**config.mk**
```make
export PLATFORM = sky130hd
export DESIGN_NAME = cla_64bit
export DESIGN_NICKNAME = d
export VERILOG_FILES = /design/src/rtl/cla_64bit.sv
export SDC_FILE = /design/constraint.sdc
export NUM_CORES = 1
export LEC_CHECK = 0
export CAP_MARGIN = 20
export CELL_PAD_IN_SITES_DETAIL_PLACEMENT = 1
export CELL_PAD_IN_SITES_GLOBAL_PLACEMENT = 1
export CORE_MARGIN = 2
export CORE_UTILIZATION = 28
export CTS_CLUSTER_SIZE = 8
export DETAILED_ROUTE_END_ITERATION = 7
export PLACE_DENSITY = 0.77
export SETUP_SLACK_MARGIN = 0.4
export SYNTH_ARGS = -nofsm -noshare
export SYNTH_HDL_FRONTEND = slang
export SYNTH_SLANG_ARGS = --single-unit
```
**constraint.sdc**
```tcl
create_clock -name clk -period 5.13 [get_ports clk]
set_input_delay 1.026 -clock clk [delete_from_list [all_inputs] [get_ports clk]]
set_output_delay 1.026 -clock clk [all_outputs]
set_load 0.005 [all_outputs]
```
**src/rtl/cla_64bit.sv**
```systemverilog
// 64-bit carry-lookahead adder (carry-in 0) with a signed-overflow flag.
// Three lookahead levels:
//   - sixteen 4-bit blocks,
//   - four 16-bit sections,
//   - one top unit that produces the carries into bits 16/32/48 and the carry out.
// The combinational result is exported directly. A registered copy follows it
// with one cycle of latency.
module cla_64bit (
   input  logic        clk,
   input  logic        reset,
   input  logic [63:0] A,
   input  logic [63:0] B,
   output logic [63:0] Sum,
   output logic        overflow,
   output logic        cout,
   output logic [63:0] Sum_r,
   output logic        overflow_r,
   output logic        cout_r
);

   localparam int DATA_W = 64;
   localparam int BLOCKS = DATA_W / 4;
   localparam int SECTS  = BLOCKS / 4;

   // Lookahead carries into positions 1..3 of a 4-wide group.
   // Inputs are the group's generate/propagate terms for positions 0..2 and the group carry-in.
   // Every carry is a flat sum of products, so nothing ripples.
   function automatic logic [3:1] la_carry(input logic [2:0] g,
                                           input logic [2:0] p,
                                           input logic       ci);
      logic [3:1] c;
      c[1] = g[0] | (p[0] & ci);
      c[2] = g[1] | (p[1] & g[0]) | (p[1] & p[0] & ci);
      c[3] = g[2] | (p[2] & g[1]) | (p[2] & p[1] & g[0]) | (p[2] & p[1] & p[0] & ci);
      return c;
   endfunction

   // Group generate: the group produces a carry regardless of its carry-in.
   function automatic logic group_g(input logic [3:0] g, input logic [3:0] p);
      return g[3] | (p[3] & g[2]) | (p[3] & p[2] & g[1]) | (p[3] & p[2] & p[1] & g[0]);
   endfunction

   // Group propagate: the group passes its carry-in straight through.
   function automatic logic group_p(input logic [3:0] p);
      return &p;
   endfunction

   logic [DATA_W-1:0] g;        // per-bit generate
   logic [DATA_W-1:0] p;        // per-bit propagate
   logic [DATA_W-1:0] c;        // carry into each bit
   logic [BLOCKS-1:0] blk_gg;   // 4-bit block generate
   logic [BLOCKS-1:0] blk_pg;   // 4-bit block propagate
   logic [BLOCKS-1:0] blk_ci;   // carry into each 4-bit block
   logic [SECTS-1:0]  sec_gg;   // 16-bit section generate
   logic [SECTS-1:0]  sec_pg;   // 16-bit section propagate
   logic [SECTS-1:0]  sec_ci;   // carry into each 16-bit section
   logic              c64;      // carry out of bit 63

   assign g = A & B;
   assign p = A ^ B;

   // Level 1: 4-bit blocks.
   // Each block computes its in-block carries from its block carry-in.
   // It also reduces its bits to one block generate/propagate pair.
   genvar k;
   generate
      for (k = 0; k < BLOCKS; k++) begin : g_blk
         assign c[4*k] = blk_ci[k];
         assign c[4*k+3:4*k+1] = la_carry(g[4*k+2:4*k], p[4*k+2:4*k], blk_ci[k]);
         assign blk_gg[k] = group_g(g[4*k+3:4*k], p[4*k+3:4*k]);
         assign blk_pg[k] = group_p(p[4*k+3:4*k]);
      end
   endgenerate

   // Level 2: 16-bit sections.
   // Each section turns four block pairs into the carry-ins of blocks 1..3.
   // Block 0 of a section takes the section carry-in directly.
   genvar s;
   generate
      for (s = 0; s < SECTS; s++) begin : g_sec
         logic [3:1] ci_int;
         assign ci_int = la_carry(blk_gg[4*s+2:4*s], blk_pg[4*s+2:4*s], sec_ci[s]);
         assign blk_ci[4*s]   = sec_ci[s];
         assign blk_ci[4*s+1] = ci_int[1];
         assign blk_ci[4*s+2] = ci_int[2];
         assign blk_ci[4*s+3] = ci_int[3];
         assign sec_gg[s] = group_g(blk_gg[4*s+3:4*s], blk_pg[4*s+3:4*s]);
         assign sec_pg[s] = group_p(blk_pg[4*s+3:4*s]);
      end
   endgenerate

   // Level 3: top unit.
   // The adder carry-in is 0, so section 0 starts from 0.
   // The carry out is simply the top-level group generate.
   logic [3:1] top_ci;
   assign top_ci    = la_carry(sec_gg[2:0], sec_pg[2:0], 1'b0);
   assign sec_ci[0] = 1'b0;
   assign sec_ci[1] = top_ci[1];
   assign sec_ci[2] = top_ci[2];
   assign sec_ci[3] = top_ci[3];
   assign c64       = group_g(sec_gg, sec_pg);

   assign Sum      = p ^ c;
   assign cout     = c64;
   // Signed overflow: the carry into the sign bit differs from the carry out of it.
   assign overflow = c[DATA_W-1] ^ c64;

   // Registered copy of the result.
   // It loads every cycle and clears immediately on reset.
   always_ff @(posedge clk or posedge reset) begin
      if (reset) begin
         Sum_r      <= '0;
         overflow_r <= 1'b0;
         cout_r     <= 1'b0;
      end else begin
         Sum_r      <= Sum;
         overflow_r <= overflow;
         cout_r     <= cout;
      end
   end

endmodule

```
==> results of run 1 <==
[critical path: cells and delay by family]
family	cells	cell delay, ns
mux	1	0.33
simple gates	2	0.42
buf+inv	4	0.48
fa+ha+maj	1	0.24
compound gates	7	1.50
[metal layers]
| layer | wire, um | share of wire | GRT usage | vias up |
|---|---|---|---|---|
| met2 | 12560 | 0.58 | 0.4746 | 204 |
| met4 | 536 | 0.025 | 0.07464 | 2 |
| met3 | 1261 | 0.058 | 0.05986 | 39 |
| li1 | - | - | - | 2282 |
| met1 | 7453 | 0.34 | 0.2274 | 2460 |
| met5 | 13 | 0.00060 | 0 | - |
[flip-flops by register name, indices dropped and copies added (netlist names)]
signal,flops
cout_r,1
overflow_r,1
Sum_r,64
[logic make-up (layout without fill, tap and decap cells)]
kind of cell | count (synthesis) | in the layout | share of synthesized area
AO/OA/AOI/OAI | 106 | 106 | 0.1834
adder cells (fa/ha/maj) | 80 | 80 | 0.2524
flip-flops | 66 | 66 | 0.3718
AND/OR/NAND/NOR | 61 | 61 | 0.08480
XOR/XNOR | 46 | 46 | 0.09071
buffers and inverters | 16 | 479 | 0.01352
multiplexers | 1 | 1 | 0.003379
other | 0 | 7 | 0
[cell usage in the layout, fill, tap and decap left out, types with 7 or more instances in the layout]
| master | instances |
|---|---|
| xor2_2 | 12 |
| clkdlybuf4s50_1 | 111 |
| ha_4 | 40 |
| xor2_1 | 14 |
| a21oi_4 | 7 |
| ha_1 | 20 |
| diode_2 | 7 |
| clkdlybuf4s15_2 | 7 |
| buf_2 | 55 |
| dfrtp_1 | 66 |
| clkdlybuf4s15_1 | 8 |
| dlygate4sd2_1 | 50 |
| a21o_1 | 21 |
| o21ai_2 | 9 |
| xnor2_2 | 8 |
| inv_1 | 12 |
| fa_2 | 10 |
| nand2_1 | 9 |
| xnor2_1 | 11 |
| clkbuf_2 | 12 |
| buf_4 | 166 |
| a21oi_2 | 23 |
| dlymetal6s2s_1 | 7 |
| buf_6 | 32 |
| clkbuf_16 | 9 |
[worst min-delay path by stage]
stage	from	endpoint	slack, ns	cells after the start
floorplan	B[0]	Sum_r[0]	1.19	1
global placement	reset	Sum_r[61]	1.61	2
detailed placement	reset	Sum_r[60]	1.64	2
CTS	B[0]	Sum_r[0]	0.95	2
global route	B[0]	Sum_r[0]	0.95	2
finish	A[0]	Sum_r[0]	0.95	2
[layout make-up]
cell class | instances | area (sq um) | share of cell area
flip-flops and latches | 66 | 1652 | 0.1670
clock inverters | 2 | 10.01 | 0.001012
clock buffers | 13 | 280.3 | 0.02834
multi-input cells | 294 | 3862 | 0.3906
repair buffers | 448 | 3737 | 0.3779
inverters | 16 | 60.06 | 0.006073
well taps | 216 | 270.3 | 0.02733
diodes | 7 | 17.52 | 0.001771
[power by group]
group	internal (mW)	total, mW	switching (mW)
combinational	0.818	1.38	0.557
sequential	0.631	0.671	0.0399
clock	0.376	0.614	0.238
total	1.82	2.66	0.835
[stage by stage]
step	total power, mW	util	setup WS [ns]	hold slack [ns]	area, sq um
after floorplan	1.019	-	0.4028	1.194	4442
after global placement	1.757	0.5178	-0.7183	1.613	8135
final	2.660	0.6294	0.1013	0.9545	9889
after detailed placement	1.809	0.5178	-0.8532	1.645	8135
after CTS	2.535	0.6001	0.09909	0.9506	9429
after global routing	2.793	0.6292	-0.01223	0.9481	9887
[what timing repair did]
item / in CTS / in global routing
setup buffers: 55 / 24
hold buffers: 0 / 0
gates resized for setup: 510 / 98
pin swaps: 138 / 62
cloned: 0 / 0
setup endpoints to repair: 58 / 48
==> results.toml, run 1 <==
[run_status]
status = "complete, no violations"

[setup_path]
crit_path_top_delay_cell = "a221oi_4"
setup.worst_path.class = "input pin to output pin"
worst_ep_required_time_ns = 4.10
cpPeakStageDelay_ns = 0.34
crit_path_start_kind = "input pin"
cp_cell_sequence = "buf_2 -> ha_4 -> a21o_1 -> a21o_1 -> a221oi_4 -> and2b_4 -> nor3_4 -> a21boi_2 -> a31o_4 -> buf_4 -> buf_6 -> a21bo_4 -> a21oi_4 -> mux2_4 -> buf_6"
startpoint = "A[37]"
arrival_ns = 4.00
cp-end-kind = "output pin"
crit_end = "overflow"
path_max_fanout = 3

[sta]
slew_violations = 0
layout_min_cycle_time_ns = 5.029
rsz0062_at_grt = "true"
max_freq_mhz = 198.9
period_share = 0.9803
worst_slew_pin_slew_ns = 1.007
hold_viol = 0
setup_viol = 0
slew_headroom = 0.3286
setup_tns_ns = 0

[detailed_routing]
vias = 4987
post_drt_wl_per_cell_um = 20.55
first_pass_iters = 4
ant_nets = 0
drc = 0
drt-vias-per-instance = 4.696
drt_iter0_markers = 132
routed_wl_um = 21820

[yosys]
synth-main-ff-cell = "dfrtp_1"
synthTopCellsByArea = "dfrtp_1 (37%), ha_1 (18%), fa_1 (7.2%)"
yosys_warnings = 0
synth_top_area_cell = "dfrtp_1"
synth_cells = 376
ys_types = 56
postSynth.asyncResetShare = 1.000
ys_seq_elements = 66
synth_edf_count = 0
ys_seq_area_frac = 0.3718
syn_area_sq_um = 4442
synth_top_area_frac = 0.3718
synth_nets = 586
synthMostInstantiatedCell = "dfrtp_1"
synth_commonest_cells = "dfrtp_1 (66), ha_1 (64), a21oi_1 (32), xor2_1 (26), a21o_1 (21)"
syn_area_per_cell_sq_um = 11.81

[layout]
drive_above_1_share = 0.5554
fin_cells = 1062
fin_nets = 1045
area_delta_synth_final_pct = 122.6
n_fill_cell = 1615

[placement]
gp_congestion = 0.8493
placedCellCount = 961
port_buffers = 261
dpl.hpwl_um = 14860

[global_routing]
grt.total_usage = 0.2339
overflow = 0
grt_max_degree = 44
grt_pass1_vias = 5684
antenna_found_initial = 7
grt_pass1_wl_um = 29960

[clock_tree]
cts_tree = "built"
htreeDepth = 3
cts.sink_count = 66
cts_made_buffers = 9
cts.path.max_buffers = 2
root_buffer = "clkbuf_16"
clkTransAtPathRegs_ns = 0.05

[job]
cap_violations = 0

[floorplan]
die_w_um = 130.0
chipHeight_um = 130.0
row_count = 46
start_util = 0.2827
io_pins = 262
die-area_sq_um = 16890
design.core.area_sq_um = 15710

[pwr]
p_per_area_nw_per_um2 = 269.0
ir_worst_vdd_uv = 146.1
p_leak_nw = 4.583

[min_path]
hp-class = "input pin to flip-flop"
Note: power is estimated with default switching activity, not from simulation.
==> run 2: changes to the inputs <==
--- a/config.mk
+++ b/config.mk
@@ -14,6 +14,7 @@
 export DETAILED_ROUTE_END_ITERATION = 7
 export PLACE_DENSITY = 0.77
 export SETUP_SLACK_MARGIN = 0.4
+export SKIP_CTS_REPAIR_TIMING = 1
 export SYNTH_ARGS = -nofsm -noshare
 export SYNTH_HDL_FRONTEND = slang
 export SYNTH_SLANG_ARGS = --single-unit
==> run 2 against run 1 <==
The flow now finishes with violations (setup timing). Wire length fell by 0.28%. Global-route usage fell by 3.2 points. Highest routed layer is now met4. Non-clock buffer count fell by 36. Sequential share of layout area barely moved. Critical endpoint is now cout. Largest cell class is now non-clock buffers. Clock power barely moved. Worst hold slack improved by 0.091 ns.
==> results.toml, run 2 (synthesis gave the netlist of run 1 again) <==
[global_routing]
grt.total_usage = 0.2021
busiest_layer = "met2"
grtUsageMet3 = 0.05453
use_met2 = 0.3939
grt_pass1_wl_um = 26120
antenna_found_initial = 4
gr-usage-met1 = 0.2059
overflow = 0
grt_pass1_vias = 5170
grt_max_degree = 44

[sta]
hold_viol = 0
max_freq_mhz = 193.7
layout_min_cycle_time_ns = 5.163
period_share = 1.006
setup_viol = 1
whs_ns = 1.045
worst_slew_pin_slew_ns = 1.007
slew_headroom = 0.3284
rsz0062_at_grt = "true"
slew_violations = 0
worst_slack_ns = -0.03260

[layout]
post-route-util = 0.6296
drive_above_1_share = 0.4595
final_cell_mix = "buf_4 (135), clkdlybuf4s50_1 (119), dlymetal6s2s_1 (100)"
largest_register_ffs = 64
final_common_cell = "buf_4"
area_delta_synth_final_pct = 122.7
largest_registers = "Sum_r (64), cout_r (1), overflow_r (1)"
fin_nets = 1009
largest_register = "Sum_r"

[setup_path]
crit_path_start_kind = "input pin"
crit_path_top_delay_cell = "or3b_4"
cp-end-kind = "output pin"
cp_cell_sequence = "clkdlybuf4s50_1 -> ha_1 -> nand2_1 -> nor3_2 -> or3b_4 -> nor2_2 -> o21ai_4 -> a21boi_4 -> a31o_4 -> buf_4 -> buf_6 -> a21bo_4 -> a21oi_4 -> buf_6 -> o21bai_1 -> buf_2"
path_max_fanout = 4
crit_path_frequent_cell = "buf_6"
worst_ep_required_time_ns = 4.10
setup.worst_path.class = "input pin to output pin"
path_depth = 16
path_buf_inv = 5
arrival_ns = 4.14
startpoint = "A[41]"
cpPeakStageDelay_ns = 0.44
crit_family = "compound AO/OA/AOI/OAI gates"

[detailed_routing]
drt_iter0_markers = 83
drc = 0
post_drt_wl_per_cell_um = 21.27
first_pass_iters = 6
drt-vias-per-instance = 4.747
routed_wl_um = 21760
vias = 4856
ant_nets = 0

[clock_tree]
cts_made_buffers = 9
clkTransAtPathRegs_ns = 0.06
root_buffer = "clkbuf_16"
cts_tree = "built"
cts.sink_count = 66
cts.path.max_buffers = 2
htreeDepth = 3

[pwr]
ir_worst_vdd_uv = 172.3
finalPower_mw = 2.605
p_leak_nw = 5.125
p_per_area_nw_per_um2 = 263.3

[job]
cap_violations = 0

[placement]
place_ws_ns = -0.8532
gp_congestion = 0.8493
port_buffers = 261
dpl.hpwl_um = 14860

[min_path]
hp-start = "B[0]"
hp-class = "input pin to flip-flop"
holdPathStages = 2

[floorplan]
die_w_um = 130.0
design.core.area_sq_um = 15710
row_count = 46
die-area_sq_um = 16890
start_util = 0.2827
io_pins = 262
chipHeight_um = 130.0

[run_status]
status = "finished with violations"
violations = "setup timing"
[run 2: stage by stage]
step	setup TNS (ns)	cell area, sq um	cells
2_1_floorplan	0	4442	376
3_3_place_gp	-13.96	8135	961
3_5_place_dp	-20.31	8135	961
4_1_cts	-21.18	8426	976
5_1_grt	-0.8135	9893	1023
6_report	-0.03260	9893	1023
[run 2: path summary, 6_finish.rpt]
path / endpoint / slack (ns)
setup / recovery: cout / -0.03
hold / removal: Sum_r[0] / 1.05
max in group asynchronous: Sum_r[58] / 2.94
min in group asynchronous: Sum_r[60] / 1.22
[run 2: metal layers]
metal	up-vias	wire length, um
li1	2211	-
met4	0	542
met2	189	12430
met1	2420	7492
met5	-	0
met3	36	1291
[run 2: final cells by class]
cell class	count	area [sq um]
well taps	216	270.3
diodes	4	10.01
repair buffers	412	3884
fillers	1564	5819
clock inverters	2	10.01
clock buffers	13	280.3
inverters	16	60.06
flip-flops and latches	66	1652
multi-input cells	294	3727
[run 2: power by group]
group	internal (mW)	switching (mW)	total, mW
registers	0.631	0.0397	0.671
logic	0.787	0.531	1.32
clock network	0.376	0.241	0.617
total	1.79	0.812	2.61
